==> src/rtl/burst_write_ctrl_if.sv <==
// Request/status bundle between a burst write controller and the FIFO write side it feeds.
// master is the controller; slave is whoever issues bursts and owns the FIFO flag.
interface burst_write_ctrl_if #(
    parameter int unsigned DATASIZE = 9
);
    logic                start;
    logic [10:0]         burst_len;
    logic [DATASIZE-1:0] data_seed;
    logic                wfull;
    logic                winc;
    logic [DATASIZE-1:0] wdata;
    logic                busy;
    logic                done;
    logic [10:0]         words_sent;
    logic [15:0]         stall_cycles;

    modport master (
        input  start, burst_len, data_seed, wfull,
        output winc, wdata, busy, done, words_sent, stall_cycles
    );

    modport slave (
        output start, burst_len, data_seed, wfull,
        input  winc, wdata, busy, done, words_sent, stall_cycles
    );
endinterface

==> src/rtl/burst_write_ctrl.sv <==
// Writes an incrementing data burst into a FIFO, pacing writes with idle gaps
// and counting cycles lost to back-pressure from wfull.
module burst_write_ctrl #(
    parameter int unsigned DATASIZE     = 9,
    parameter int unsigned BURST_LENGTH = 1024,
    parameter int unsigned WRITE_PERIOD = 2
) (
    input  logic               wclk,
    input  logic               wrst_n,
    burst_write_ctrl_if.master bus
);

    localparam int unsigned     GapW    = (WRITE_PERIOD > 1) ? $clog2(WRITE_PERIOD) : 1;
    localparam logic [10:0]     MaxLen  = 11'(BURST_LENGTH);
    localparam logic [GapW-1:0] GapLast = GapW'((WRITE_PERIOD > 0) ? WRITE_PERIOD - 1 : 0);

    typedef enum logic [1:0] {
        StIdle,
        StWrite,
        StGap,
        StDone
    } state_e;

    state_e              state_q, state_d;
    logic [10:0]         len_q, len_d;
    logic [DATASIZE-1:0] word_q, word_d;
    logic [10:0]         words_q, words_d;
    logic [15:0]         stall_q, stall_d;
    logic [GapW-1:0]     gap_q, gap_d;

    always_ff @(posedge wclk or negedge wrst_n) begin
        if (!wrst_n) begin
            state_q <= StIdle;
            len_q   <= '0;
            word_q  <= '0;
            words_q <= '0;
            stall_q <= '0;
            gap_q   <= '0;
        end else begin
            state_q <= state_d;
            len_q   <= len_d;
            word_q  <= word_d;
            words_q <= words_d;
            stall_q <= stall_d;
            gap_q   <= gap_d;
        end
    end

    always_comb begin
        state_d = state_q;
        len_d   = len_q;
        word_d  = word_q;
        words_d = words_q;
        stall_d = stall_q;
        gap_d   = gap_q;

        unique case (state_q)
            StIdle: begin
                if (bus.start) begin
                    words_d = '0;
                    stall_d = '0;
                    word_d  = bus.data_seed;
                    if (bus.burst_len == 11'd0) begin
                        len_d   = '0;
                        state_d = StDone;
                    end else begin
                        len_d   = (bus.burst_len > MaxLen) ? MaxLen : bus.burst_len;
                        state_d = StWrite;
                    end
                end
            end

            StWrite: begin
                if (bus.wfull) begin
                    if (stall_q != 16'hFFFF) begin
                        stall_d = stall_q + 16'd1;
                    end
                end else begin
                    words_d = words_q + 11'd1;
                    word_d  = word_q + 1'b1;
                    if (words_d == len_q) begin
                        state_d = StDone;
                    end else if (WRITE_PERIOD == 0) begin
                        state_d = StWrite;
                    end else begin
                        gap_d   = '0;
                        state_d = StGap;
                    end
                end
            end

            // wfull is deliberately not looked at here; the gap is pure pacing.
            StGap: begin
                if (gap_q == GapLast) begin
                    state_d = StWrite;
                end else begin
                    gap_d = gap_q + 1'b1;
                end
            end

            StDone: begin
                state_d = StIdle;
            end

            default: begin
                state_d = StIdle;
            end
        endcase
    end

    assign bus.winc         = (state_q == StWrite) && !bus.wfull;
    assign bus.wdata        = word_q;
    assign bus.busy         = (state_q != StIdle);
    assign bus.done         = (state_q == StDone);
    assign bus.words_sent   = words_q;
    assign bus.stall_cycles = stall_q;

endmodule

==> src/flat_wrapper.sv <==
// flat-port wrapper written by rule: the top's interface ports become plain ports
module burst_write_ctrl_flat 
#(
    parameter int unsigned DATASIZE     = 9,
    parameter int unsigned BURST_LENGTH = 1024,
    parameter int unsigned WRITE_PERIOD = 2
)
  (wclk, wrst_n, bus_start, bus_burst_len, bus_data_seed, bus_wfull, bus_winc, bus_wdata, bus_busy, bus_done, bus_words_sent, bus_stall_cycles);
  burst_write_ctrl_if #(.DATASIZE(DATASIZE)) bus_i ();
  input  logic wclk;
  input  logic wrst_n;
  input wire logic [$bits(bus_i.start)-1:0] bus_start;
  input wire logic [$bits(bus_i.burst_len)-1:0] bus_burst_len;
  input wire logic [$bits(bus_i.data_seed)-1:0] bus_data_seed;
  input wire logic [$bits(bus_i.wfull)-1:0] bus_wfull;
  output wire logic [$bits(bus_i.winc)-1:0] bus_winc;
  output wire logic [$bits(bus_i.wdata)-1:0] bus_wdata;
  output wire logic [$bits(bus_i.busy)-1:0] bus_busy;
  output wire logic [$bits(bus_i.done)-1:0] bus_done;
  output wire logic [$bits(bus_i.words_sent)-1:0] bus_words_sent;
  output wire logic [$bits(bus_i.stall_cycles)-1:0] bus_stall_cycles;
  assign bus_i.start = bus_start;
  assign bus_i.burst_len = bus_burst_len;
  assign bus_i.data_seed = bus_data_seed;
  assign bus_i.wfull = bus_wfull;
  assign bus_winc = bus_i.winc;
  assign bus_wdata = bus_i.wdata;
  assign bus_busy = bus_i.busy;
  assign bus_done = bus_i.done;
  assign bus_words_sent = bus_i.words_sent;
  assign bus_stall_cycles = bus_i.stall_cycles;
  burst_write_ctrl #(.DATASIZE(DATASIZE), .BURST_LENGTH(BURST_LENGTH), .WRITE_PERIOD(WRITE_PERIOD)) u_core (.wclk(wclk), .wrst_n(wrst_n), .bus(bus_i));
endmodule
==> config.mk <==
export PLATFORM = sky130hd
export DESIGN_NAME = burst_write_ctrl_flat
export DESIGN_NICKNAME = d
export VERILOG_FILES = /design/src/rtl/burst_write_ctrl_if.sv /design/src/rtl/burst_write_ctrl.sv /design/src/flat_wrapper.sv
export SDC_FILE = /design/constraint.sdc
export NUM_CORES = 1
export LEC_CHECK = 0
export CAP_MARGIN = 5
export CORE_ASPECT_RATIO = 1.5
export CORE_MARGIN = 5
export CORE_UTILIZATION = 50
export CTS_BUF_LIST = sky130_fd_sc_hd__clkbuf_8 sky130_fd_sc_hd__clkbuf_16
export DETAILED_ROUTE_END_ITERATION = 8
export PLACE_DENSITY = 0.85
export SLEW_MARGIN = 15
export SYNTH_ARGS = -nofsm -noshare
export SYNTH_HDL_FRONTEND = slang
export SYNTH_SLANG_ARGS = --single-unit
==> constraint.sdc <==
create_clock -name wclk -period 2.73 [get_ports wclk]
set_clock_uncertainty 0.15 [all_clocks]
set_input_delay 0.273 -clock wclk [delete_from_list [all_inputs] [get_ports wclk]]
set_output_delay 0.273 -clock wclk [all_outputs]
set_load 0.005 [all_outputs]
## Word-level counts from Yosys, hierarchy flattened

Cells that the tools add are included.

| word-level totals | value |
|---|---|
| register bits | 50 |
| bits in latches | 0 |
| RAM bits | 0 |
| bits in read-only memories | 0 |
| input bits | 24 |
| output and inout bits | 39 |
| word-level logic and storage cells | 56 |
| memories | 0 |

| cells by class | value |
|---|---|
| add/sub/neg operators | 4 |
| multiply operators | 0 |
| div/mod/pow operators | 0 |
| order comparisons | 1 |
| equal/unequal tests | 11 |
| shift-type cells | 0 |
| muxes and demuxes | 22 |
| bitwise gates (word level) | 0 |
| reductions and logical operators | 12 |

Operators by type and width:

| kind | count |
|---|---|
| 2-to-1 mux 16 bit | 3 |
| 2-to-1 mux 11 bit | 4 |
| case mux 16 bit (2 select lines) | 1 |
| case mux 11 bit (2 select lines) | 1 |
| 2-to-1 mux 9 bit | 2 |
| case mux 9 bit (2 select lines) | 1 |
| adder 16 x 1 -> 16 bit, second input constant | 1 |
| != test 16 bit, second input constant | 1 |
| adder 11 x 1 -> 11 bit, second input constant | 1 |
| equality test 11 bit | 1 |
| greater-than comparator 11 bit, second input constant | 1 |
| logical NOT 11 bit | 1 |
| adder 9 x 1 -> 9 bit, second input constant | 1 |
| AND reduction 3 bit | 3 |
| 2-to-1 mux 2 bit | 4 |
| != test 2 bit, second input constant | 4 |
| case mux 2 bit (4 select lines) | 1 |
| nonzero test 2 bit | 3 |
| equality test 2 bit, second input constant | 2 |
| 2-to-1 mux 1 bit | 4 |
| != test 2 x 1 -> 1 bit, second input constant | 2 |
| AND reduction 4 bit | 1 |
| equality test 2 x 1 -> 1 bit, second input constant | 1 |
| logical NOT 2 bit | 1 |
| 5 further kinds | 5 |

## Longest topological paths before layout

| depth | value |
|---|---|
| depth after elaboration | 5 |
| gate-level depth with buffers | 8 |
| depth with buffers taken out | 7 |

## Worst setup path after synthesis

No wires, ideal clock.

| timing | value |
|---|---|
| path type | reg-to-reg |
| start point | reg u_core.stall_q[4], in the netlist u_core.bus.stall_cycles[4] |
| end point | reg u_core.stall_q[7], in the netlist u_core.bus.stall_cycles[7] |
| library setup time | 132 ps |
| arrival time | 1841 ps |
| required time | 2448 ps |
| slack | 608 ps |
| cell stages (with the launch flop) | 8 |
| buffers on the path | 1 |
| clock period less this slack | 2122 ps |
| cells stage by stage | dfrtp_1 -> nand4_1 -> or3_4 -> o41ai_4 -> buf_6 -> nor3_1 -> xnor2_1 -> nor2_1 |

| on the way | value |
|---|---|
| cells in the longest elaborated chain, start to end | 4 |
| elaborated cells between the ends (all ways) | 7 |
| classes of those cells | 1 x add/sub; 2 x eq/ne; 3 x mux; 1 x reduce/logical |

Ends and longest elaborated chain:

| what | line | text |
|---|---|---|
| from (decl) | burst_write_ctrl.sv:28 | `logic [15:0] stall_q, stall_d;` |
| from (signal assigned) | burst_write_ctrl.sv:44 | `stall_q <= stall_d;` |
| adder 16 x 1 -> 16 bit | burst_write_ctrl.sv:76 | `stall_d = stall_q + 16'd1;` |
| 2-to-1 mux 16 bit | burst_write_ctrl.sv:75 | `if (stall_q != 16'hFFFF) begin` |
| 2-to-1 mux 16 bit | burst_write_ctrl.sv:74 | `if (bus.wfull) begin` |
| case mux 16 bit (2 select lines) | burst_write_ctrl.sv:57 | `unique case (state_q)` |

Parallel ways exist; a longest one is shown, timed or not. The select of a mux whose other input is x is not followed.
A chain may end at the register's enable or synchronous reset.

## Final worst setup path

| timing | value |
|---|---|
| start point | reg u_core.state_q[0] |
| end point | out bus_winc |

| on the way | value |
|---|---|
| cells in the longest elaborated chain, start to end | 2 |

Ends and longest elaborated chain:

| what | line | text |
|---|---|---|
| from (decl) | burst_write_ctrl.sv:24 | `state_e state_q, state_d;` |
| from (signal assigned) | burst_write_ctrl.sv:33 | `state_q <= StIdle;` |
| from (signal assigned) | burst_write_ctrl.sv:40 | `state_q <= state_d;` |
| equality test 2 x 1 -> 1 bit | burst_write_ctrl.sv:111 | `assign bus.winc = (state_q == StWrite) && !bus.wfull;` |
| logical AND 1 bit | burst_write_ctrl.sv:111 |  |
| to (decl) | flat_wrapper.sv:16 | `output wire logic [$bits(bus_i.winc)-1:0] bus_winc;` |

No other way between the ends.

==> metrics.md <==
| Metric | Value |
|---|---|
| Sum of buffers and inverters on the critical path | `2` |
| Leading cell types in the layout, fill and taps excluded | `clkdlybuf4s50_1 (61), dfrtp_1 (50), nand2_1 (39), nor2_1 (35), o21ai_0 (34)` |
| Share of layout cells above drive strength 1 | `5.31%` |
| Clock slew at reported path FFs | `0.09 ns` |
| Final Hold Slack | `0.345 ns` |
| Delay of the slowest critical-path stage | `0.58 ns` |
| Global-route wire length before repair | `approximately 12,000 µm` |
| Post-layout min period | `about 2.4 ns` |
| Overall power of the completed layout | `about 2.8 mW` |
| DRC violation count after routing | `0` |
| Clock share of power | `15.5%` |
| Final core utilization | `around two thirds` |
| Number of I/O pins | `between 60 and 70` |
| Part of the total power dissipated in combinational logic | `a little over two fifths` |
| Root buffer cell | `clkbuf_8` |
| Sequential group share of total power | `between 40% and 50%` |
| Number of synthesized flops with an enable pin | `0` |
| Number of max-capacitance violations reported | `0` |
| Critical hold path startpoint | `u_core.len_q[0]` |
| Start-to-end type of the worst setup path | `flip-flop to output pin` |
| VDD IR-drop max | `approximately 0.44 mV` |
| End point of the most critical hold path | `u_core.len_q[0]` |
| Global router's overall resource usage | `about a fifth` |
| Crit share post-route | `87.8%` |
| CP cell instances | `nor2b_1 -> nand2_1 -> inv_1 -> clkdlybuf4s50_1` |
| Total number of vias | `between 2,000 and 3,000` |
| R2R Setup Slk | `between 0.3 and 0.4 ns` |
| Area of the die | `0.00711 mm²` |
| Routed wire length | `approximately 7000 µm` |
| Highest clock frequency the design can meet | `0.417 GHz` |
| Int Pwr | `1.70 mW` |
| Core Footprint | `around 0.0054 mm²` |
| Filler cell count | `approximately 460` |
| Switch Pwr | `between 1 and 1.5 mW` |
| Startpoint type of the worst setup path | `flip-flop` |
| Total non-filler cell area in the finished layout | `about 0.0035 mm²` |
| Setup WS pre-CTS | `around 0.38 ns` |
| CTS buffer count | `5` |
| HPWL after DPL | `around 5200 µm` |
| TritonCTS sink count | `50` |
| Reg2Reg Capture Point | `u_core.gap_q` |
| Post-Layout Cell Count | `447` |
| Switching share of power | `between 30 and 40%` |
| Routed length per placed instance | `~16 µm` |
| Setup TNS after final layout | `0 ns` |
| Leakage | `roughly 1.5 nW` |
| Number of H-tree levels | `2` |
| Total of warnings raised by yosys | `0` |
| Final Wtd Congestion | `1.03` |
| Worst flop-to-flop path startpoint | `u_core.bus.words_sent[0]` |
| Overall die height | `101 µm` |
| Register area share after synthesis | `approximately 46%` |
| Count of antenna diodes in the layout | `0` |
| Number of port buffers | `between 60 and 70` |
| Number of distinct library cell variants in the gate-level netlist after synthesis | `between 40 and 50` |
| Final count of hold timing violations | `0` |
| Number of routed nets with antenna violations | `0` |
| Type of the tightest min-delay check | `flip-flop to flip-flop` |
| Setup slack after layout | `between 0.3 and 0.4 ns` |
| Slew Limit Headroom | `57.7%` |
| Post-Syn Nets | `342` |
| FF+latch count, synth | `50` |
| FF-to-FF path depth | `7` |
| Count of standard-cell rows | `33` |
| Placement Cell Area | `around 0.0034 mm²` |
| Number of DRC markers after the initial detailed-route iteration | `approximately 200` |
| Antenna violations before repair | `0` |
| Capturing element type of the critical path | `output pin` |
| Pin count of the biggest net entering global routing | `51` |
| Required @ worst endpoint | `approximately 2.3 ns` |
| Most frequently used flop master after synthesis | `dfrtp_1` |
| Clock latency reported for the late side of the worst-skew pair | `0.30 ns` |
| Layout-stage area growth over the synthesis result | `28.4%` |
| Number of failing setup endpoints in the final timing report | `0` |
| Netlist area before placement | `0.00275 mm²` |
| Vias in the first global route | `around 2,600` |
| Result of the run | `finished clean` |
| Area of combinational cells with multiple inputs | `0.00140 mm²` |
| Count of pins over their slew limit | `0` |
| CTS tree | `yes` |
| Crit-path slowest cell | `clkdlybuf4s50_1` |
| NumNets Final | `slightly above 400` |
| Maximum fanout along the worst path | `11` |
| Setup repair after global routing missed its margin | `no` |
| Placed cell count | `between 400 and 500` |
| Starting utilization of the core area | `approximately half` |
| Worst path top cell family by delay | `buffers and inverters` |
| Total overflow reported by the global router | `0` |
| Power density relative to cell area | `between 700 and 800 mW/mm²` |
| Average instance area after synthesis | `around 8.7 µm²` |
| Leading cell type in the layout, fill and taps excluded | `clkdlybuf4s50_1` |
| Register cell area after layout | `around 0.0013 mm²` |
| Horizontal die dimension | `~71 µm` |
| Fraction of registers with async set or reset after synthesis | `100%` |
| Number of iterations in the first detailed-routing pass | `4` |
| Number of cells traversed by the worst hold path | `2` |
| Syn Inst Count | `approximately 320` |
| Number of vias per cell | `between 5 and 6` |
| Slew at the pin closest to its max-slew limit | `0.634 ns` |
| Critical path arrival | `between 1.5 and 2 ns` |
| Deepest clock path buffer count | `2` |
-- cell families after synthesis --
logic type	synth area share, %
compound gates	17.3
xor+xnor	8.28
fa+ha+maj	1.37
buf+inv	3.64
flops	45.5
mux	0.728
simple gates	23.1
-- power by group through the flow --
stage	logic (mW)	registers (mW)	clock network, mW
4_1_cts	1.19	1.15	0.438
5_1_grt	1.35	1.18	0.465
3_3_place_gp	1.16	1.15	0
3_5_place_dp	1.18	1.16	0
2_1_floorplan	0.761	1.11	0
6_report	1.20	1.15	0.431
-- Yosys cell counts (3+ instances only) --
cell type	n	area, µm²
dfrtp_1	50	1250
nand2_1	39	146
nor2_1	35	131
o21ai_0	34	170
xnor2_1	19	166
a21oi_1	18	90.1
nand3_1	13	65.1
inv_1	11	41.3
clkbuf_1	10	37.5
nor3_1	10	50.1
nand4_1	7	43.8
xor2_1	7	61.3
nand3b_1	6	45.0
nor4_1	6	37.5
o22ai_1	6	37.5
a22o_1	5	43.8
and2_1	3	18.8
ha_1	3	37.5
o31ai_1	3	22.5
-- worst register-to-register path, cell delays in order, from the launching register on --
cell and delay [ns]:
dfrtp_1 0.47, ha_1 0.34, nand3_1 0.14, nor3_1 0.32, xnor2_1 0.17, o21ai_0 0.14
or4_1 0.41, a22oi_1 0.14
-- layer usage --
layer  vias up  wire length, µm  GRT usage (%)
li1       1230                -              -
met1      1245             2750           24.4
met2       111             3660           35.9
met3        23              416           3.79
met4         0              202           9.41
met5         -                0              0
-- worst max-delay path by stage --
| stage | start | to | slack (ns) | depth (start not counted) |
|---|---|---|---|---|
| after CTS | u_core.state_q[0] | bus_winc | 0.34 | 4 |
| final | u_core.state_q[0] | bus_winc | 0.33 | 4 |
| after floorplan | u_core.bus.stall_cycles[4] | u_core.bus.stall_cycles[7] | 0.61 | 7 |
| after global placement | bus_start | u_core.bus.stall_cycles[3] | 0.44 | 7 |
| after global routing | u_core.bus.words_sent[0] | u_core.gap_q | 0.19 | 7 |
| after detailed placement | bus_start | u_core.bus.stall_cycles[3] | 0.38 | 7 |
-- final cells by class --
| type | instances | share of cell area [%] |
|---|---|---|
| Tap cell | 70 | 2.48 |
| Clock buffer | 6 | 2.34 |
| Sequential cell | 50 | 35.4 |
| Inverter | 11 | 1.17 |
| Timing Repair Buffer | 69 | 19.0 |
| Multi-Input combinational cell | 241 | 39.6 |
-- state kept, by name, indices dropped and copies added, names as in the netlist --
| register | count |
|---|---|
| u_core.state_q | 2 |
| u_core.bus.words_sent | 11 |
| u_core.gap_q | 1 |
| u_core.bus.stall_cycles | 16 |
| u_core.bus.wdata | 9 |
| u_core.len_q | 11 |
-- timing repair --
action                                 4_1_cts  5_1_grt
resized for setup                            0        0
endpoints found under the hold margin       50        0
hold buffers                                 1        0
setup buffers                                0        0
No activity file was read; power rests on OpenSTA's default activity.
